**src/rtl/hdmi_frame_capture_ctrl.sv**
```systemverilog
// Frame capture sequencer between the scaler write stream and the frame-buffer BRAM.
// Starts writes on a vsync edge, holds a completed frame until the consumer releases it.
module hdmi_frame_capture_ctrl #(
    parameter int FRAME_PIXELS   = 153600,
    parameter int VS_ACTIVE_HIGH = 1,
    parameter int TIMEOUT_CYCLES = 4000000
) (
    input  logic        pclk,
    input  logic        rstb,
    input  logic        vsync,
    input  logic        in_ena,
    input  logic [23:0] in_addr,
    input  logic [7:0]  in_r,
    input  logic [7:0]  in_g,
    input  logic [7:0]  in_b,
    input  logic        cap_req,
    input  logic        cont_mode,
    input  logic        frame_release,
    output logic        wr_en,
    output logic [23:0] wr_addr,
    output logic [23:0] wr_data,
    output logic        frame_ready,
    output logic        busy,
    output logic [23:0] pix_count,
    output logic [15:0] frame_cnt,
    output logic        err_short,
    output logic        err_timeout,
    output logic [1:0]  state_dbg
);

    localparam int TW = $clog2(TIMEOUT_CYCLES + 1);
    localparam logic [TW-1:0] TO_LAST = TW'(TIMEOUT_CYCLES - 1);
    localparam logic [23:0]   FP      = 24'(FRAME_PIXELS);
    localparam logic [23:0]   FP_LAST = 24'(FRAME_PIXELS - 1);

    typedef enum logic [1:0] {
        S_IDLE    = 2'd0,
        S_ARM     = 2'd1,
        S_CAPTURE = 2'd2,
        S_READY   = 2'd3
    } state_t;

    state_t        state, state_n;
    logic          vs_q;
    logic          fs;
    logic          in_ok;
    logic          accept;
    logic [TW-1:0] to_cnt, to_cnt_n;
    logic [23:0]   pix_n;
    logic [15:0]   fcnt_n;
    logic          err_short_n, err_to_n;

    // Frame start is an edge between last cycle's vsync and the live input.
    assign fs        = (VS_ACTIVE_HIGH != 0) ? (vsync & ~vs_q) : (~vsync & vs_q);
    assign in_ok     = in_ena & (in_addr < FP);
    assign state_dbg = state;

    always_comb begin
        state_n     = state;
        to_cnt_n    = to_cnt;
        pix_n       = pix_count;
        fcnt_n      = frame_cnt;
        err_short_n = err_short;
        err_to_n    = err_timeout;
        accept      = 1'b0;
        case (state)
            S_IDLE: begin
                if (cap_req | cont_mode) begin
                    err_short_n = 1'b0;
                    err_to_n    = 1'b0;
                    to_cnt_n    = '0;
                    state_n     = S_ARM;
                end
            end
            S_ARM: begin
                if (fs) begin
                    pix_n    = '0;
                    to_cnt_n = '0;
                    state_n  = S_CAPTURE;
                end else if (to_cnt == TO_LAST) begin
                    err_to_n = 1'b1;
                    to_cnt_n = '0;
                    state_n  = S_IDLE;
                end else begin
                    to_cnt_n = to_cnt + TW'(1);
                end
            end
            S_CAPTURE: begin
                // The completing write takes priority over a coincident frame start.
                if (in_ok && pix_count == FP_LAST) begin
                    accept  = 1'b1;
                    pix_n   = pix_count + 24'd1;
                    fcnt_n  = frame_cnt + 16'd1;
                    state_n = S_READY;
                end else if (fs) begin
                    err_short_n = 1'b1;
                    pix_n       = '0;
                    state_n     = cont_mode ? S_CAPTURE : S_IDLE;
                end else if (in_ok) begin
                    accept = 1'b1;
                    pix_n  = pix_count + 24'd1;
                end
            end
            S_READY: begin
                if (frame_release) begin
                    to_cnt_n = '0;
                    state_n  = cont_mode ? S_ARM : S_IDLE;
                end
            end
            default: state_n = S_IDLE;
        endcase
    end

    always_ff @(posedge pclk or posedge rstb) begin
        if (rstb) begin
            state       <= S_IDLE;
            vs_q        <= 1'b0;
            to_cnt      <= '0;
            pix_count   <= '0;
            frame_cnt   <= '0;
            err_short   <= 1'b0;
            err_timeout <= 1'b0;
            busy        <= 1'b0;
            frame_ready <= 1'b0;
            wr_en       <= 1'b0;
            wr_addr     <= '0;
            wr_data     <= '0;
        end else begin
            state       <= state_n;
            vs_q        <= vsync;
            to_cnt      <= to_cnt_n;
            pix_count   <= pix_n;
            frame_cnt   <= fcnt_n;
            err_short   <= err_short_n;
            err_timeout <= err_to_n;
            busy        <= (state_n == S_ARM) || (state_n == S_CAPTURE);
            frame_ready <= (state_n == S_READY);
            wr_en       <= accept;
            if (accept) begin
                wr_addr <= in_addr;
                wr_data <= {in_r, in_g, in_b};
            end
        end
    end

endmodule

```
**config.mk**
```make
export PLATFORM = sky130hd
export DESIGN_NAME = hdmi_frame_capture_ctrl
export DESIGN_NICKNAME = d
export VERILOG_FILES = /design/src/rtl/hdmi_frame_capture_ctrl.sv
export SDC_FILE = /design/constraint.sdc
export NUM_CORES = 1
export LEC_CHECK = 0
export ABC_AREA = 1
export BUFFER_PORTS_ARGS = -buffer_cell sky130_fd_sc_hd__buf_4
export CORE_MARGIN = 2
export CORE_UTILIZATION = 45
export CTS_BUF_LIST = sky130_fd_sc_hd__clkbuf_16
export DETAILED_ROUTE_END_ITERATION = 6
export PLACE_DENSITY = 0.67
export REMOVE_ABC_BUFFERS = 1
export SKIP_CTS_REPAIR_TIMING = 1
export SYNTH_ARGS = -nofsm -noshare
export SYNTH_HDL_FRONTEND = slang
export SYNTH_SLANG_ARGS = --single-unit
```
**constraint.sdc**
```tcl
create_clock -name pclk -period 3.9 [get_ports pclk]
set_input_delay 0.39 -clock pclk [delete_from_list [all_inputs] [get_ports pclk]]
set_output_delay 0.39 -clock pclk [all_outputs]
set_load 0.01 [all_outputs]
```
==> key figures <==
Global routing
  – Initial antenna violation count: 0
  – First-pass GRT wire length: 26,400 um
  – Grt total ovfl: 0
  – All-layer global routing usage: 22.6%
  – Pin count of the biggest net entering global routing: 76
  – Vias in the first global route: 5,318

Timing
  – Final Hold Vio Count: 0
  – Peak Freq: 0.392 GHz
  – Total negative slack: 0 ns
  – Slew margin rel.: 38.3%
  – Final setup margin: 1.35 ns
  – Final worst path period share: 65.5%
  – Fin. max-slew vios: 0
  – Worst clock skew: 0.00856 ns
  – Crit path time final: 2.55 ns
  – # setup viols final: 0
  – RSZ-0062 raised after global routing: no
  – Slew @ Worst Pin: 0.926 ns
  – Hold slack: 0.0931 ns

Placed design
  – Setup WS pre-CTS: 1.33 ns
  – Placed insts: 1,156
  – GP Congestion: 0.888
  – Placed Area: 7490 sq um
  – DP HPWL: 11,200 um
  – Buffers added on ports: 149

Clock tree
  – Total CTS buffers: 17
  – TritonCTS clock tree: done
  – Sink Count: 118
  – Later-pin clock latency in the skew report: 0.42 ns
  – Clock buffer depth: 2
  – CTS Root Cell: clkbuf_16
  – Reg clk slew, reported paths: 0.06 ns
  – Max H-tree Level: 4

Cells and area
  – Area of the multi-input gates: 2800 sq um
  – Commonest non-fill, non-tap cell in the layout: nand2_1
  – Reg area: 2950 sq um
  – Layout Utilization: 58.5%
  – NumNets Final: 1,054
  – Filler cells: 1,334
  – Share of cells above drive strength 1: 20.9%
  – Diodes inserted: 0
  – Fin cells: 1,188
  – Commonest cells after routing, fill and taps aside: nand2_1 (277), buf_4 (155), dfrtp_1 (118), nor2_1 (109), nand3_1 (90)
  – Finished Cell Area: 8020 sq um
  – Area delta synth->final: 28.6%

Drt
  – Via count: 5,975
  – Via-to-Cell Ratio: 5.03
  – Iteration-0 DRC count of the detailed router: 405
  – Post-route ant nets: 0
  – Avg WL per Cell: 13.5 um
  – Remaining DRCs: 0
  – Drt pass-1 iters: 7
  – Post-Route WL: 16,000 um

Power and ir drop
  – Maximum vdd ir drop: 281 uV
  – P per Cell Area: 436 nW/um^2
  – Total power draw: 3.50 mW
  – Pleak: 4.12 nW

Setup path
  – R2R cell count: 10
  – Critical path arrival: 2.86 ns
  – Reg2reg end: wr_addr[0]$_DFFE_PP0P_
  – Critical path type: flop to flop
  – Critical Path Sink Type: flop
  – Crit path required time: 4.21 ns
  – R2r setup slk: 1.35 ns
  – Critical path launch point type: flop
  – RR Startpoint: pix_count[0]$_DFFE_PP0P_
  – Crit path max fanout: 61

Yosys
  – Synth Register Bits: 118
  – Post-Syn Area: 6240 sq um
  – Synth Area per Inst: 7.37 sq um
  – Syn Inst Count: 847
  – Post-synthesis sequential area ratio: 47.3%
  – Warnings, synthesis: 0
  – Synth unique cells: 35

Min path
  – Hold Crit Start: vsync
  – Hold path depth: 1
  – Hold WC Path Type: input pin to flop
  – Worst Hold End: vs_q$_DFF_PP0_

Floorplanning
  – I/O pin count: 150
  – Die X-Extent: 122 um
  – Die area: 14,800 sq um
  – Die H: 122 um
  – Number of cell rows: 43
  – Initial Util: 45.5%
  – Core Box Area: 13,700 sq um

Outcome
  – Status: finished, final reports clean

Flow run
  – Max-Cap Viols: 0
[final cells by class]
cell class                 count  area share (%)
sequential                   118            36.8
multi-input combinational    611            34.9
timing repair buffer         155            14.5
clock buffer                  17            5.30
inverter                      92            4.34
tap                          180            2.81
clock inverter                15            1.36
[flip-flops by register name (all words and copies together), names as in the netlist, 2 cells and up]
register and flops:
frame_cnt 16, pix_count 24, state_dbg 2, to_cnt 22, wr_addr 24, wr_data 24
[routing by layer]
layer | vias up | GRT usage, % | wire length (um)
met5 | - | 0 | 0
met4 | 0 | 7.54 | 295
met3 | 27 | 5.38 | 849
met2 | 174 | 35.0 | 7500
met1 | 2773 | 31.2 | 7350
li1 | 3001 | - | -
[power by group]
| group | total (mW) | switching, mW | internal, mW |
|---|---|---|---|
| Clock | 1.41 | 0.598 | 0.810 |
| Sequential | 1.43 | 0.109 | 1.32 |
| Combinational | 0.664 | 0.407 | 0.257 |
[critical path, cell delays in order, from the launching register on]
cell	delay (ns)
dfrtp_1	0.40
ha_1	0.26
nand2_1	0.14
nor2_4	0.06
nand2_2	0.14
nor2_4	0.07
nand3_4	0.07
buf_4	0.53
nand2_4	0.48
nand2_1	0.19
nand2_1	0.07
[cell usage after synthesis, drive strengths merged]
cell type,n,area (sq um)
nand2,281,1070
dfrtp,118,2950
nor2,115,462
nand3,92,478
inv,91,342
o21ai,35,175
nand4,33,206
nor3,15,75.1
buf,13,95.1
clkbuf,13,48.8
xor2,10,87.6
a21oi,8,47.6
xnor2,5,43.8
ha,4,50.1
o21bai,3,22.5
nand3b,2,15.0
o2111ai,2,17.5
a22o,1,8.76
and3,1,6.26
clkinv,1,3.75
nor3b,1,7.51
o211ai,1,7.51
o22ai,1,6.26
or2,1,6.26
[logic make-up after synthesis]
logic type | synth area share (%)
buf+inv | 7.84
flops | 47.3
fa+ha+maj | 0.802
simple gates | 37.4
xor+xnor | 2.11
compound gates | 4.57
[worst max-delay path by stage]
| stage | start | to | slack, ns | cells after the start |
|---|---|---|---|---|
| global route | pix_count[1]$_DFFE_PP0P_ | wr_addr[0]$_DFFE_PP0P_ | 1.10 | 10 |
| global placement | pix_count[0]$_DFFE_PP0P_ | wr_addr[17]$_DFFE_PP0P_ | 1.38 | 10 |
| CTS | pix_count[1]$_DFFE_PP0P_ | wr_addr[0]$_DFFE_PP0P_ | 1.32 | 10 |
| finish | pix_count[0]$_DFFE_PP0P_ | wr_addr[0]$_DFFE_PP0P_ | 1.35 | 10 |
| floorplan | rstb | busy$_DFF_PP0_ | 0.38 | 1 |
| detailed placement | pix_count[1]$_DFFE_PP0P_ | wr_addr[0]$_DFFE_PP0P_ | 1.33 | 10 |
Power figures use the tool's default switching activity.
